--- src/rtl/el2_trace_capture.sv ---
// Retirement trace capture: buffers valid retirements in a small packet FIFO
// and serialises each as a 3- or 4-beat 32-bit record on a valid/ready stream.
module el2_trace_capture #(
    parameter int DEPTH = 4,
    parameter int CNT_W = 16
) (
    input  logic             clk,
    input  logic             rst,
    input  logic             trace_en,
    input  logic             trace_rv_i_valid_ip,
    input  logic [31:0]      trace_rv_i_insn_ip,
    input  logic [31:0]      trace_rv_i_address_ip,
    input  logic             trace_rv_i_exception_ip,
    input  logic [4:0]       trace_rv_i_ecause_ip,
    input  logic             trace_rv_i_interrupt_ip,
    input  logic [31:0]      trace_rv_i_tval_ip,
    output logic             tx_valid,
    output logic [31:0]      tx_data,
    output logic             tx_last,
    input  logic             tx_ready,
    output logic             overflow,
    output logic [CNT_W-1:0] drop_cnt,
    input  logic             clr_overflow
);
    localparam int AW = $clog2(DEPTH);

    typedef enum logic [1:0] {
        HDR  = 2'd0,
        INSN = 2'd1,
        ADDR = 2'd2,
        TVAL = 2'd3
    } state_t;

    typedef struct packed {
        logic [15:0] seq;
        logic        loss;
        logic        exc;
        logic        intr;
        logic [4:0]  ecause;
        logic [31:0] insn;
        logic [31:0] addr;
        logic [31:0] tval;
    } entry_t;

    entry_t           mem_q [DEPTH];
    entry_t           mem_d [DEPTH];
    logic [AW:0]      wr_ptr_q, wr_ptr_d;
    logic [AW:0]      rd_ptr_q, rd_ptr_d;
    state_t           state_q, state_d;
    logic [15:0]      seq_q, seq_d;
    logic             loss_q, loss_d;
    logic             overflow_q, overflow_d;
    logic [CNT_W-1:0] drop_cnt_q, drop_cnt_d;

    logic   empty_s, full_s, xfer_s, last_s, pop_s, capture_s, push_s, drop_s;
    entry_t head_s, new_s;

    // Header beat: start marker, status flags, cause and sequence number.
    function automatic logic [31:0] hdr_beat(input entry_t e);
        return {1'b1, e.loss, e.exc, e.intr, e.ecause, 7'd0, e.seq};
    endfunction

    // FIFO status and per-cycle handshake decisions.
    always_comb begin
        empty_s   = (wr_ptr_q == rd_ptr_q);
        full_s    = (wr_ptr_q[AW] != rd_ptr_q[AW]) && (wr_ptr_q[AW-1:0] == rd_ptr_q[AW-1:0]);
        head_s    = mem_q[rd_ptr_q[AW-1:0]];
        xfer_s    = !empty_s && tx_ready;
        case (state_q)
            ADDR:    last_s = !(head_s.exc || head_s.intr);
            TVAL:    last_s = 1'b1;
            default: last_s = 1'b0;
        endcase
        pop_s     = xfer_s && last_s;
        capture_s = trace_en && trace_rv_i_valid_ip;
        push_s    = capture_s && (!full_s || pop_s);
        drop_s    = capture_s && full_s && !pop_s;
    end

    // Stream outputs come only from stored state, never straight from trace inputs.
    always_comb begin
        tx_valid = !empty_s;
        tx_data  = 32'd0;
        tx_last  = 1'b0;
        if (empty_s) begin
            tx_data = 32'd0;
            tx_last = 1'b0;
        end else begin
            tx_last = last_s;
            case (state_q)
                HDR:     tx_data = hdr_beat(head_s);
                INSN:    tx_data = head_s.insn;
                ADDR:    tx_data = head_s.addr;
                TVAL:    tx_data = head_s.tval;
                default: tx_data = 32'd0;
            endcase
        end
    end

    assign overflow = overflow_q;
    assign drop_cnt = drop_cnt_q;

    // Next-state: FIFO write/pointers, beat FSM, sequence, loss and drop accounting.
    always_comb begin
        mem_d         = mem_q;
        new_s.seq     = seq_q;
        new_s.loss    = loss_q;
        new_s.exc     = trace_rv_i_exception_ip;
        new_s.intr    = trace_rv_i_interrupt_ip;
        new_s.ecause  = trace_rv_i_ecause_ip;
        new_s.insn    = trace_rv_i_insn_ip;
        new_s.addr    = trace_rv_i_address_ip;
        new_s.tval    = trace_rv_i_tval_ip;
        if (push_s) begin
            mem_d[wr_ptr_q[AW-1:0]] = new_s;
        end else begin
            mem_d[wr_ptr_q[AW-1:0]] = mem_q[wr_ptr_q[AW-1:0]];
        end
        wr_ptr_d = push_s ? (wr_ptr_q + {{AW{1'b0}}, 1'b1}) : wr_ptr_q;
        rd_ptr_d = pop_s  ? (rd_ptr_q + {{AW{1'b0}}, 1'b1}) : rd_ptr_q;

        state_d = state_q;
        if (xfer_s) begin
            case (state_q)
                HDR:     state_d = INSN;
                INSN:    state_d = ADDR;
                ADDR:    state_d = last_s ? HDR : TVAL;
                TVAL:    state_d = HDR;
                default: state_d = HDR;
            endcase
        end else begin
            state_d = state_q;
        end

        seq_d = capture_s ? (seq_q + 16'd1) : seq_q;

        // A drop in the same cycle as a clear still counts, so the clear only resets the base.
        drop_cnt_d = clr_overflow ? {CNT_W{1'b0}} : drop_cnt_q;
        if (drop_s && (drop_cnt_d != {CNT_W{1'b1}})) begin
            drop_cnt_d = drop_cnt_d + {{(CNT_W-1){1'b0}}, 1'b1};
        end else begin
            drop_cnt_d = drop_cnt_d;
        end
        overflow_d = drop_s ? 1'b1 : (clr_overflow ? 1'b0 : overflow_q);
        loss_d     = drop_s ? 1'b1 : (push_s ? 1'b0 : loss_q);
    end

    // State registers with asynchronous reset; reset abandons any record in flight.
    always_ff @(posedge clk or posedge rst) begin
        if (rst) begin
            for (int i = 0; i < DEPTH; i++) begin
                mem_q[i] <= {$bits(entry_t){1'b0}};
            end
            wr_ptr_q   <= {(AW+1){1'b0}};
            rd_ptr_q   <= {(AW+1){1'b0}};
            state_q    <= HDR;
            seq_q      <= 16'd0;
            loss_q     <= 1'b0;
            overflow_q <= 1'b0;
            drop_cnt_q <= {CNT_W{1'b0}};
        end else begin
            mem_q      <= mem_d;
            wr_ptr_q   <= wr_ptr_d;
            rd_ptr_q   <= rd_ptr_d;
            state_q    <= state_d;
            seq_q      <= seq_d;
            loss_q     <= loss_d;
            overflow_q <= overflow_d;
            drop_cnt_q <= drop_cnt_d;
        end
    end
endmodule
--- config.mk ---
export PLATFORM = sky130hd
export DESIGN_NAME = el2_trace_capture
export DESIGN_NICKNAME = d
export VERILOG_FILES = /design/src/rtl/el2_trace_capture.sv
export SDC_FILE = /design/constraint.sdc
export NUM_CORES = 1
export LEC_CHECK = 0
export CAP_MARGIN = 20
export CELL_PAD_IN_SITES_DETAIL_PLACEMENT = 1
export CELL_PAD_IN_SITES_GLOBAL_PLACEMENT = 2
export CORE_MARGIN = 2
export CORE_UTILIZATION = 29
export DETAILED_ROUTE_END_ITERATION = 6
export PLACE_DENSITY = 0.62
export SLEW_MARGIN = 20
export SYNTH_ARGS = -nofsm -noshare
export SYNTH_HDL_FRONTEND = slang
export SYNTH_SLANG_ARGS = --single-unit
--- constraint.sdc ---
create_clock -name clk -period 23 [get_ports clk]
set_input_delay 4.6 -clock clk [delete_from_list [all_inputs] [get_ports clk]]
set_output_delay 4.6 -clock clk [all_outputs]
set_load 0.01 [all_outputs]
After elaboration in Yosys (flattened, before gate mapping)

Index checks and enable logic that the tools add are counted.

Output and inout bits: 51
Word-level logic and storage cells: 96
Bits in registers: 522
Input bits: 109

Equal/unequal tests: 7
Add/sub/neg operators: 4
Order comparisons: 3
Reductions and logical operators: 18
Multiplexer cells: 23
Bitwise operators: 2

Operators with widths:

| cell                                                        | count |
|---|---|
| bitwise mux 480 bit                                         | 2 |
| two-way mux 120 bit                                         | 5 |
| binary-select mux 120 bit (select 2 bit)                    | 2 |
| two-way mux 480 bit                                         | 1 |
| demux 120 bit (select 2 bit)                                | 1 |
| one-hot mux 32 bit (4 select lines)                         | 1 |
| adder 16 x 1 -> 16 bit (second input constant)              | 2 |
| two-way mux 16 bit                                          | 2 |
| two-way mux 32 bit                                          | 1 |
| != test 16 bit (second input constant)                      | 1 |
| logical AND 1 bit                                           | 9 |
| one-hot mux 2 bit (4 select lines)                          | 1 |
| adder 3 x 1 -> 3 bit (second input constant)                | 2 |
| greater-or-equal comparator 3 bit (second input constant)   | 2 |
| inverter 2 -> 3 bit                                         | 2 |
| two-way mux 1 bit                                           | 5 |
| == test 2 bit (second input constant)                       | 2 |
| zero test 1 bit                                             | 4 |
| nonzero test 2 bit                                          | 2 |
| == test 3 bit                                               | 1 |
| less-than comparator 3 x 1 -> 1 bit (second input constant) | 1 |
| == test 2 x 1 -> 1 bit (second input constant)              | 1 |
| == test 2 bit                                               | 1 |
| zero test 2 bit                                             | 1 |
| other kinds (4)                                             | 5 |

Longest topological paths before layout

Gate-level depths: netlist of run 1.

Depth in word-level cells: 12
Depth in mapped cells: 10
Depth with buffers taken out: 7

Worst setup path after synthesis of run 1

OpenSTA, ideal clock, no wires.

Path kind: reg-to-output
Start point: reg rd_ptr_q[0]
End point: out tx_data[10]
Path buffers: 2
Stages on the path, launching flop included: 6
Slack: 16218 ps
Data required time: 18400 ps
Arrival time: 2182 ps
Path through: dfrtp_1 -> buf_4 -> clkbuf_1 -> mux4_2 -> mux4_2 -> and2_1

Cells in the longest elaborated chain, start to end: 6
Elaborated cells on any way between the ends: 7
Those cells by class: 1 x eq/ne; 5 x mux; 1 x bitwise

RTL lines:

| what                                                    | RTL line | RTL |
|---|---|---|
| start: declaration                                      | 48       | `logic [AW:0] rd_ptr_q, rd_ptr_d;` |
| start signal: assignment                                | 155      | `rd_ptr_q <= {(AW+1){1'b0}};` |
| start signal: assignment                                | 164      | `rd_ptr_q <= rd_ptr_d;` |
| inverter 2 -> 3 bit (implied by the code)               | 67       | `head_s = mem_q[rd_ptr_q[AW-1:0]];` |
| binary-select mux 120 bit (select 2 bit)                | 67       |  |
| two-way mux 120 bit (implied by the code) (2 in series) | 67       |  |
| one-hot mux 32 bit (4 select lines)                     | 90       | `case (state_q)` |
| two-way mux 32 bit *                                    | 85       | `if (empty_s) begin` |
| end: declaration                                        | 18       | `output logic [31:0] tx_data,` |

Mark *: on every way between the ends. The rest lies on a longest branch, timed or not. The select of a mux whose other input is x is not followed.

Final worst setup path of run 1

Start point: reg rd_ptr_q[0]
End point: out tx_last

Cells in the longest elaborated chain, start to end: 8
Elaborated cells on any way between the ends: 9
Those cells by class: 1 x eq/ne; 5 x mux; 1 x bitwise; 2 x reduce/logical

RTL lines:

| what                                                    | RTL line | RTL |
|---|---|---|
| inverter 2 -> 3 bit (implied by the code)               | 67       |  |
| binary-select mux 120 bit (select 2 bit)                | 67       |  |
| two-way mux 120 bit (implied by the code) (2 in series) | 67       |  |
| logical OR 1 bit                                        | 70       | `ADDR: last_s = !(head_s.exc \|\| head_s.intr);` |
| zero test 1 bit                                         | 70       |  |
| one-hot mux 1 bit (2 select lines)                      | 69       | `case (state_q)` |
| two-way mux 1 bit *                                     | 85       |  |
| end: declaration                                        | 19       | `output logic tx_last,` |

Marks and branches as above.

==> qor.csv, run 1 <==
metric,value,unit
status,"finished, final reports clean",
global-route wire length before repair,138,mm
YS warnings,0,
all-layer global routing usage,19.4,%
Hold Slack,0.522,ns
DRT Wirelength,91.7,mm
share of cells above drive strength 1,20.2,%
Syn Area/Cell,11.8,um^2
post-DP HPWL,59.2,mm
via count,19200,
FP Rows,111,
non-filler instance count after layout,3638,
largest fanout on the critical path,84,
multi-input logic area,13100,um^2
vias in the first global route,20600,
CP endpoint kind,primary output,
Synth cell types,45,
"EDFF count, synth",0,
Least-Margin Pin Slew,1.10,ns
Initial DRC Count,1240,
area delta synth->final,18.0,%
CTS tree,built,
die area,95200,um^2
switch share,41.5,%
deepest clock path buffer count,3,
post-synthesis sequential area ratio,48.5,%
fill count,9830,
Ports,160,
minimum clock period after layout,9.14,ns
"Req. time, crit path",18.40,ns
placed insts,3526,
total grt overflow,0,
Leak Pwr,11.8,nW
initial antenna violation count,3,
number of synthesized register bits,522,
IR Drop Worst-Case VDD,0.0941,mV
sequential power share,30.5,%
buffers added on ports,159,
Die Y,309,um
class of the worst hold path,flop to flop,
P_int,3.07,mW
synthesized net count,2402,
P_sw,2.17,mW
chip width,309,um
RSZ-0062 raised after global routing,false,
H-tree levels,2,
Final GP Congestion,0.768,
Core ar.,91800,um^2
pin count of the biggest net entering global routing,162,
total power per unit cell area,165,nW/um^2
DP Area,29600,um^2
"Design Area, Final",31800,um^2
final core utilization,34.6,%
Sink Count,522,
Post-route DRC,0,
antenna cell count,0,
Setup TNS,0,ns
post-DR wirelength/cell,25.2,um
Critical Setup Path Class,flop to primary output,
ANT nets after route,0,
FMAX,0.109,GHz
Initial Util,29.3,%
Final nets,2463,
final setup fails,0,
Avg Vias per Cell,5.27,
worst relative slew slack,26.6,%
clk_lat worst skew,0.66,ns
post-synthesis async set-or-reset flop share,100,%
setup bufs post-CTS,0,
post-CTS sizing,0,
Final Skew,0.0340,ns
Comb pwr share,49.4,%
Gate Count Post-Synth,2286,
clock slew seen by the registers of the worst setup and hold paths,0.06,ns
crit path DAT,4.54,ns
Final period util,39.7,%
Max-Cap Viols,0,
Clk pwr share,20.1,%
total CTS buffers,61,
ys flop type,dfrtp_1,
Register Area,13100,um^2
pins over their slew limit,0,
CTS root buffer,clkbuf_16,
mapped cell area,26900,um^2
"Hold-fix buffers, CTS",0,
drt first pass iters,5,
final hold vios,0,
Startpoint Class,flop,
-- state kept, by name, indices dropped and copies added, names as in the netlist --
name / flops
rd_ptr_q: 3
state_q: 2
loss_q: 1
seq_q: 16
overflow: 1
mem_q: 480
wr_ptr_q: 3
drop_cnt: 16
-- final timing paths --
kind	startpoint	end	slack [ns]	cells past startpoint
hold reg to reg	overflow$_DFFE_PP0P_	overflow$_DFFE_PP0P_	0.52	2
hold / removal	overflow$_DFFE_PP0P_	overflow$_DFFE_PP0P_	0.52	2
max in group asynchronous	rst	mem_q[86]$_DFFE_PP0P_	16.23	4
setup / recovery	rd_ptr_q[0]$_DFFE_PP0P_	tx_last	13.86	5
min in group asynchronous	rst	drop_cnt[13]$_DFF_PP0_	4.45	2
setup reg to reg	rd_ptr_q[1]$_DFFE_PP0P_	mem_q[227]$_DFFE_PP0P_	17.99	8
-- Yosys cell counts, drive strengths merged, types with 8 or more instances --
cell	instances	area (um^2)
xnor2	20	175
and2	29	181
dfrtp	522	13100
mux4	264	5950
a21oi	486	2430
clkbuf	153	574
nor2	501	1880
buf	41	253
mux2i	122	1470
nand2	42	158
inv	8	30.0
nand3	10	50.1
-- worst max-delay path, cell delays in order, from the launching register on --
cell and delay (ns):
dfrtp_4 1.02, buf_12 0.54, mux4_2 0.68, o21a_1 0.25, nor3b_1 0.64, clkdlybuf4s50_1 0.67
-- power groups by stage --
stage	clock network, mW	registers, mW	logic [mW]
global route	1.11	1.65	2.82
floorplan	0	1.44	1.87
global placement	0	1.59	2.56
CTS	1.08	1.60	2.63
finish	1.05	1.60	2.59
detailed placement	0	1.62	2.62
-- layer usage --
metal | share of wire, % | vias up | GRT usage [%]
li1 | - | 8436 | -
met3 | 5.0 | 147 | 3.51
met5 | 0.014 | - | 0
met1 | 46 | 10200 | 27.3
met2 | 46 | 408 | 29.9
met4 | 3.6 | 2 | 7.41
-- cell usage in the layout (no fill, tap or decap), drive strengths merged, types with 8 or more instances in the layout --
cell type      Yosys  final
nand2             42     42
inv                8      8
mux4             264    264
clkdlybuf4s50      0    159
mux2i            122    122
clkbuf           153     82
buf               41     33
bufinv             0      9
clkinv             0     18
xnor2             20     20
nand3             10     10
and2              29     29
a21oi            486    486
nor2             501    501
dfrtp            522    522
-- layout make-up --
type	instances	area share, %
flip-flops and latches	522	41.2
multi-input cells	1562	41.1
repair buffers	192	5.88
clock buffers	82	5.53
well taps	1243	4.90
clock inverters	29	1.25
inverters	8	0.118
-- logic make-up (layout without fill, tap and decap cells) --
| family | Yosys count | count (layout) | synth area share, % |
|---|---|---|---|
| flip-flops | 522 | 522 | 48.5 |
| XOR/XNOR | 27 | 27 | 0.879 |
| AO/OA/AOI/OAI | 509 | 509 | 9.66 |
| multiplexers | 393 | 393 | 27.9 |
| adder cells (fa/ha/maj) | 7 | 7 | 0.325 |
| AND/OR/NAND/NOR | 626 | 626 | 9.54 |
| buffers and inverters | 202 | 311 | 3.19 |
-- per-stage QoR --
stage	setup WS, ns	total power [mW]
floorplan	3.82	3.30
global placement	14.24	4.14
detailed placement	14.16	4.24
CTS	13.46	5.31
global route	13.49	5.59
finish	13.86	5.24
Note: power is estimated with default switching activity, not from simulation.
==> run 2, diff against run 1 <==
--- a/config.mk
+++ b/config.mk
@@ -11,7 +11,7 @@
 export CORE_MARGIN = 2
 export CORE_UTILIZATION = 29
 export DETAILED_ROUTE_END_ITERATION = 6
-export PLACE_DENSITY = 0.62
+export PLACE_DENSITY = 0.64
 export SLEW_MARGIN = 20
 export SYNTH_ARGS = -nofsm -noshare
 export SYNTH_HDL_FRONTEND = slang
==> constraint.sdc (replaced) <==
create_clock -name clk -period 7.35 [get_ports clk]
set_input_delay 1.47 -clock clk [delete_from_list [all_inputs] [get_ports clk]]
set_output_delay 1.47 -clock clk [all_outputs]
set_load 0.01 [all_outputs]
==> qor.csv, run 2 (same netlist as run 1, synthesis figures left out) <==
metric,value,unit
pins over their slew limit,0,
Max-Cap Viols,0,
CP endpoint kind,primary output,
vias in the first global route,20700,
global-route wire length before repair,139,mm
total power per unit cell area,509,nW/um^2
hold path startpoint,seq_q[2]$_DFFE_PP0P_,
minimum clock period after layout,5.45,ns
"Top cell by count, worst path",mux4_2,
ANT nets after route,0,
DP Area,29600,um^2
clk_lat worst skew,0.63,ns
Initial DRC Count,1230,
clock slew seen by the registers of the worst setup and hold paths,0.06,ns
Critical Setup Path Class,flop to primary output,
class of the worst hold path,flop to flop,
reg2reg end,mem_q[357]$_DFFE_PP0P_,
"commonest non-fill, non-tap cells in the layout","dfrtp_1 (518), nor2_1 (501), a21oi_1 (486)",
post-DR wirelength/cell,25.6,um
"Req. time, crit path",5.88,ns
Least-Margin Pin Slew,1.13,ns
hold depth,1,
worst relative slew slack,24.4,%
slowest CP cell,dfrtp_4,
"Hold-fix buffers, CTS",0,
"Design Area, Final",31600,um^2
RSZ-0062 raised after global routing,false,
max reg flops,480,
largest fanout on the critical path,53,
final setup fails,0,
post-DP HPWL,60.4,mm
drt first pass iters,6,
"most common cell after layout, fill and taps aside",dfrtp_1,
post-CTS sizing,0,
Sink Count,522,
share of cells above drive strength 1,19.5,%
all-layer global routing usage,19.7,%
CP max stage delay,0.95,ns
via count,19200,
final hold vios,0,
DRT Wirelength,93.0,mm
FP Rows,111,
Avg Vias per Cell,5.28,
Final nets,2461,
Core ar.,91800,um^2
pin count of the biggest net entering global routing,175,
Initial Util,29.3,%
crit path DAT,3.98,ns
Ports,160,
Die Y,309,um
Final WS setup,1.90,ns
die area,95200,um^2
Final GP Congestion,0.761,
Leak Pwr,11.7,nW
FF-to-FF Start,rd_ptr_q[0]$_DFFE_PP0P_,
Post-route DRC,0,
total CTS buffers,60,
deepest clock path buffer count,3,
hold endpoint,seq_q[2]$_DFFE_PP0P_,
Setup WS pre-CTS,2.46,ns
Worst Reg2Reg Path Length in Cells,6,
Final period util,74.2,%
chip width,309,um
setup bufs post-CTS,0,
buffers added on ports,159,
R2R Setup Slk,3.79,ns
total grt overflow,0,
Startpoint Class,flop,
initial antenna violation count,4,
Final Skew,0.0190,ns
most flop-heavy register,mem_q,
status,"finished, final reports clean",
CTS tree,built,
FMAX,0.183,GHz
area delta synth->final,17.4,%
Hold Slack,0.501,ns
IR Drop Worst-Case VDD,0.266,mV
worst path cell trace,buf_12 -> mux4_2 -> mux4_2 -> and2_1 -> clkdlybuf4s50_1,
H-tree levels,2,
CTS root buffer,clkbuf_16,
[run 2: changes by cell type in the layout (fill, tap and decap cells not counted), moves of 2 or more]
cell       previous run  this run
clkinv_4              3         0
buf_4                30        24
buf_12                2         6
inv_6                 0         2
buf_16                0         2
clkbuf_8             13        16
bufinv_16             9         1
clkbuf_1              7        24
clkinv_2             14         6
[run 2: layout make-up]
type	instances	area, um^2
Fill cell	9850	60200
Inverter	8	33.8
Clock inverter	10	85.1
Clock buffer	101	1840
Timing Repair Buffer	191	1950
Tap cell	1243	1560
Sequential cell	522	13100
Multi-Input combinational cell	1562	13100
Antenna cell	1	2.50
[run 2: metal layers]
layer | share of wire (%) | global-route usage [%] | vias to the layer above
li1 | - | - | 8443
met1 | 45 | 26.9 | 10300
met2 | 46 | 31.2 | 384
met3 | 5.5 | 4.34 | 121
met4 | 3.2 | 6.13 | 2
met5 | 0.013 | 0 | -
[run 2: worst max path at each step]
stage	from	end	slack (ns)	cells after the start
2_1_floorplan	rst	drop_cnt[0]$_DFF_PP0_	-1.21	1
3_3_place_gp	rd_ptr_q[0]$_DFFE_PP0P_	tx_data[14]	2.47	5
3_5_place_dp	rd_ptr_q[0]$_DFFE_PP0P_	tx_data[14]	2.46	5
4_1_cts	rd_ptr_q[0]$_DFFE_PP0P_	tx_data[14]	1.78	5
5_1_grt	rd_ptr_q[0]$_DFFE_PP0P_	tx_data[14]	1.68	5
6_report	rd_ptr_q[0]$_DFFE_PP0P_	tx_data[26]	1.90	5
[run 2: where the power goes]
| group | internal [mW] | switching [mW] | total (mW) |
|---|---|---|---|
| clock network | 1.72 | 1.26 | 2.98 |
| logic | 3.67 | 4.47 | 8.14 |
| registers | 3.96 | 0.994 | 4.95 |
| total | 9.35 | 6.72 | 16.1 |
[run 2: critical path: cells and delay by family, from the launching register on]
family / cells / cell delay (ns)
buffers and inverters: 2 / 0.96
DFF: 1 / 0.95
muxes: 2 / 1.16
and+or+nand+nor: 1 / 0.22
[run 2: metrics by stage]
step / cells / power, mW / util (%) / setup TNS [ns]
floorplan: 2286 / 10.3 / - / -632.77
global placement: 3524 / 12.9 / 32.3 / 0
global route: 3637 / 17.2 / 34.4 / 0
CTS: 3635 / 16.3 / 34.4 / 0
detailed placement: 3524 / 13.2 / 32.3 / 0
finish: 3638 / 16.1 / 34.4 / 0
==> run 3, diff against run 2 <==
==> constraint.sdc (replaced) <==
create_clock -name clk -period 4.7 [get_ports clk]
set_input_delay 0.94 -clock clk [delete_from_list [all_inputs] [get_ports clk]]
set_output_delay 0.94 -clock clk [all_outputs]
set_load 0.01 [all_outputs]
==> qor.csv, run 3 (same netlist as run 1, synthesis figures left out) <==
metric,value,unit
hold depth,1,
Leak Pwr,11.9,nW
post-DR wirelength/cell,25.6,um
FP Rows,111,
drt first pass iters,5,
most flop-heavy register,mem_q,
buffers added on ports,159,
total grt overflow,0,
largest fanout on the critical path,52,
status,"finished, final reports clean",
via count,19500,
CTS tree,built,
Worst Reg2Reg Path Length in Cells,7,
placed insts,3552,
initial antenna violation count,7,
all-layer global routing usage,19.9,%
"CP delay by family, top",multiplexers,
CP max stage delay,0.82,ns
deepest clock path buffer count,3,
Final GP Congestion,0.789,
"Hold-fix buffers, CTS",0,
Core ar.,91800,um^2
PnR Total Power,25.6,mW
Hold Slack,0.486,ns
FMAX,0.223,GHz
total power per unit cell area,799,nW/um^2
Setup WS pre-CTS,0.725,ns
worst path cell trace,buf_12 -> mux4_2 -> mux4_2 -> and2_1 -> clkdlybuf4s50_1,
Critical Setup Path Class,flop to primary output,
DRT Wirelength,93.7,mm
Ports,160,
Initial Util,29.3,%
pins over their slew limit,0,
CTS root buffer,clkbuf_16,
RSZ-0062 raised after global routing,false,
Startpoint Class,flop,
Final Skew,0.0285,ns
crit path DAT,3.54,ns
global-route wire length before repair,142,mm
Post-route DRC,0,
Die Y,309,um
CP endpoint kind,primary output,
final hold vios,0,
clock slew seen by the registers of the worst setup and hold paths,0.06,ns
H-tree levels,2,
multi-input logic area,13100,um^2
vias in the first global route,20900,
chip width,309,um
Final WS setup,0.221,ns
FF-to-FF Start,wr_ptr_q[1]$_DFFE_PP0P_,
Register Area,13100,um^2
ANT nets after route,0,
total CTS buffers,61,
die area,95200,um^2
Bufs and invs on worst path,2,
hold path startpoint,seq_q[15]$_DFFE_PP0P_,
clk_lat worst skew,0.66,ns
R2R Setup Slk,1.41,ns
class of the worst hold path,flop to flop,
"commonest non-fill, non-tap cells in the layout","dfrtp_1 (518), nor2_1 (501), a21oi_1 (486)",
worst relative slew slack,32.8,%
Least-Margin Pin Slew,1.01,ns
hold endpoint,seq_q[15]$_DFFE_PP0P_,
Final nets,2489,
final setup fails,0,
Sink Count,522,
Initial DRC Count,1241,
"Req. time, crit path",3.76,ns
"most common cell after layout, fill and taps aside",dfrtp_1,
reg2reg end,mem_q[401]$_DFFE_PP0P_,
fill count,9809,
post-DP HPWL,62.7,mm
max reg flops,480,
Setup TNS,0,ns
Final period util,95.3,%
area delta synth->final,19.2,%
Max-Cap Viols,0,
Avg Vias per Cell,5.31,
"Top cell by count, worst path",mux4_2,
IR Drop Worst-Case VDD,0.496,mV
share of cells above drive strength 1,20.6,%
slowest CP cell,dfrtp_4,
minimum clock period after layout,4.48,ns
non-filler instance count after layout,3668,
pin count of the biggest net entering global routing,109,
run 3: how the worst max path moves through the flow:
stage,startpoint,to,slack [ns],depth (start not counted)
final,rd_ptr_q[1]$_DFFE_PP0P_,tx_data[14],0.22,5
after global routing,rd_ptr_q[0]$_DFFE_PP0P_,tx_data[26],0.09,5
after CTS,rd_ptr_q[0]$_DFFE_PP0P_,tx_data[26],0.03,5
after detailed placement,rd_ptr_q[0]$_DFFE_PP0P_,tx_data[26],0.73,5
after global placement,rd_ptr_q[0]$_DFFE_PP0P_,tx_data[26],0.73,5
after floorplan,rst,drop_cnt[0]$_DFF_PP0_,-3.33,1
run 3: power by group:
part           total [mW]  switching, mW  internal, mW  leakage [nW]
Clock                4.76           2.02          2.74         0.973
Combinational        13.2           7.15          6.01          5.49
Sequential           7.69           1.51          6.19          5.42
Total                25.6           10.7          14.9          11.9
run 3: cell type report:
class,count,share of cell area (%)
Antenna cell,2,0.0156
Clock buffer,96,5.64
Clock inverter,17,0.511
Inverter,8,0.105
Multi-Input combinational cell,1562,40.7
Sequential cell,522,40.8
Tap cell,1243,4.85
Timing Repair Buffer,218,7.38
run 3: stage by stage:
stage / area [um^2] / utilization [%]
2_1_floorplan: 26900 / -
3_3_place_gp: 30100 / 32.8
3_5_place_dp: 30100 / 32.8
4_1_cts: 32000 / 34.9
5_1_grt: 32100 / 34.9
6_report: 32100 / 34.9
run 3: worst reg2reg max path: stages (launching register included):
cell and delay [ns]:
dfrtp_4 0.42, buf_4 0.44, buf_4 0.77, inv_1 0.33, ha_4 0.42, buf_12 0.32, nor2_1 0.36, a21oi_1 0.07
run 3: layer usage:
metal  routed length, um  vias to the layer above  track usage (%)
met4                1790                        2             4.32
met3                3950                      101             2.86
met1               43700                    10500             28.6
li1                    -                     8511                -
met5                  13                        -                0
met2               44200                      377             31.9
run 3: repair_timing:
| action | CTS | global route |
|---|---|---|
| resized for setup | 0 | 0 |
| setup buffers | 0 | 1 |
| endpoints found under the setup margin | 0 | 22 |
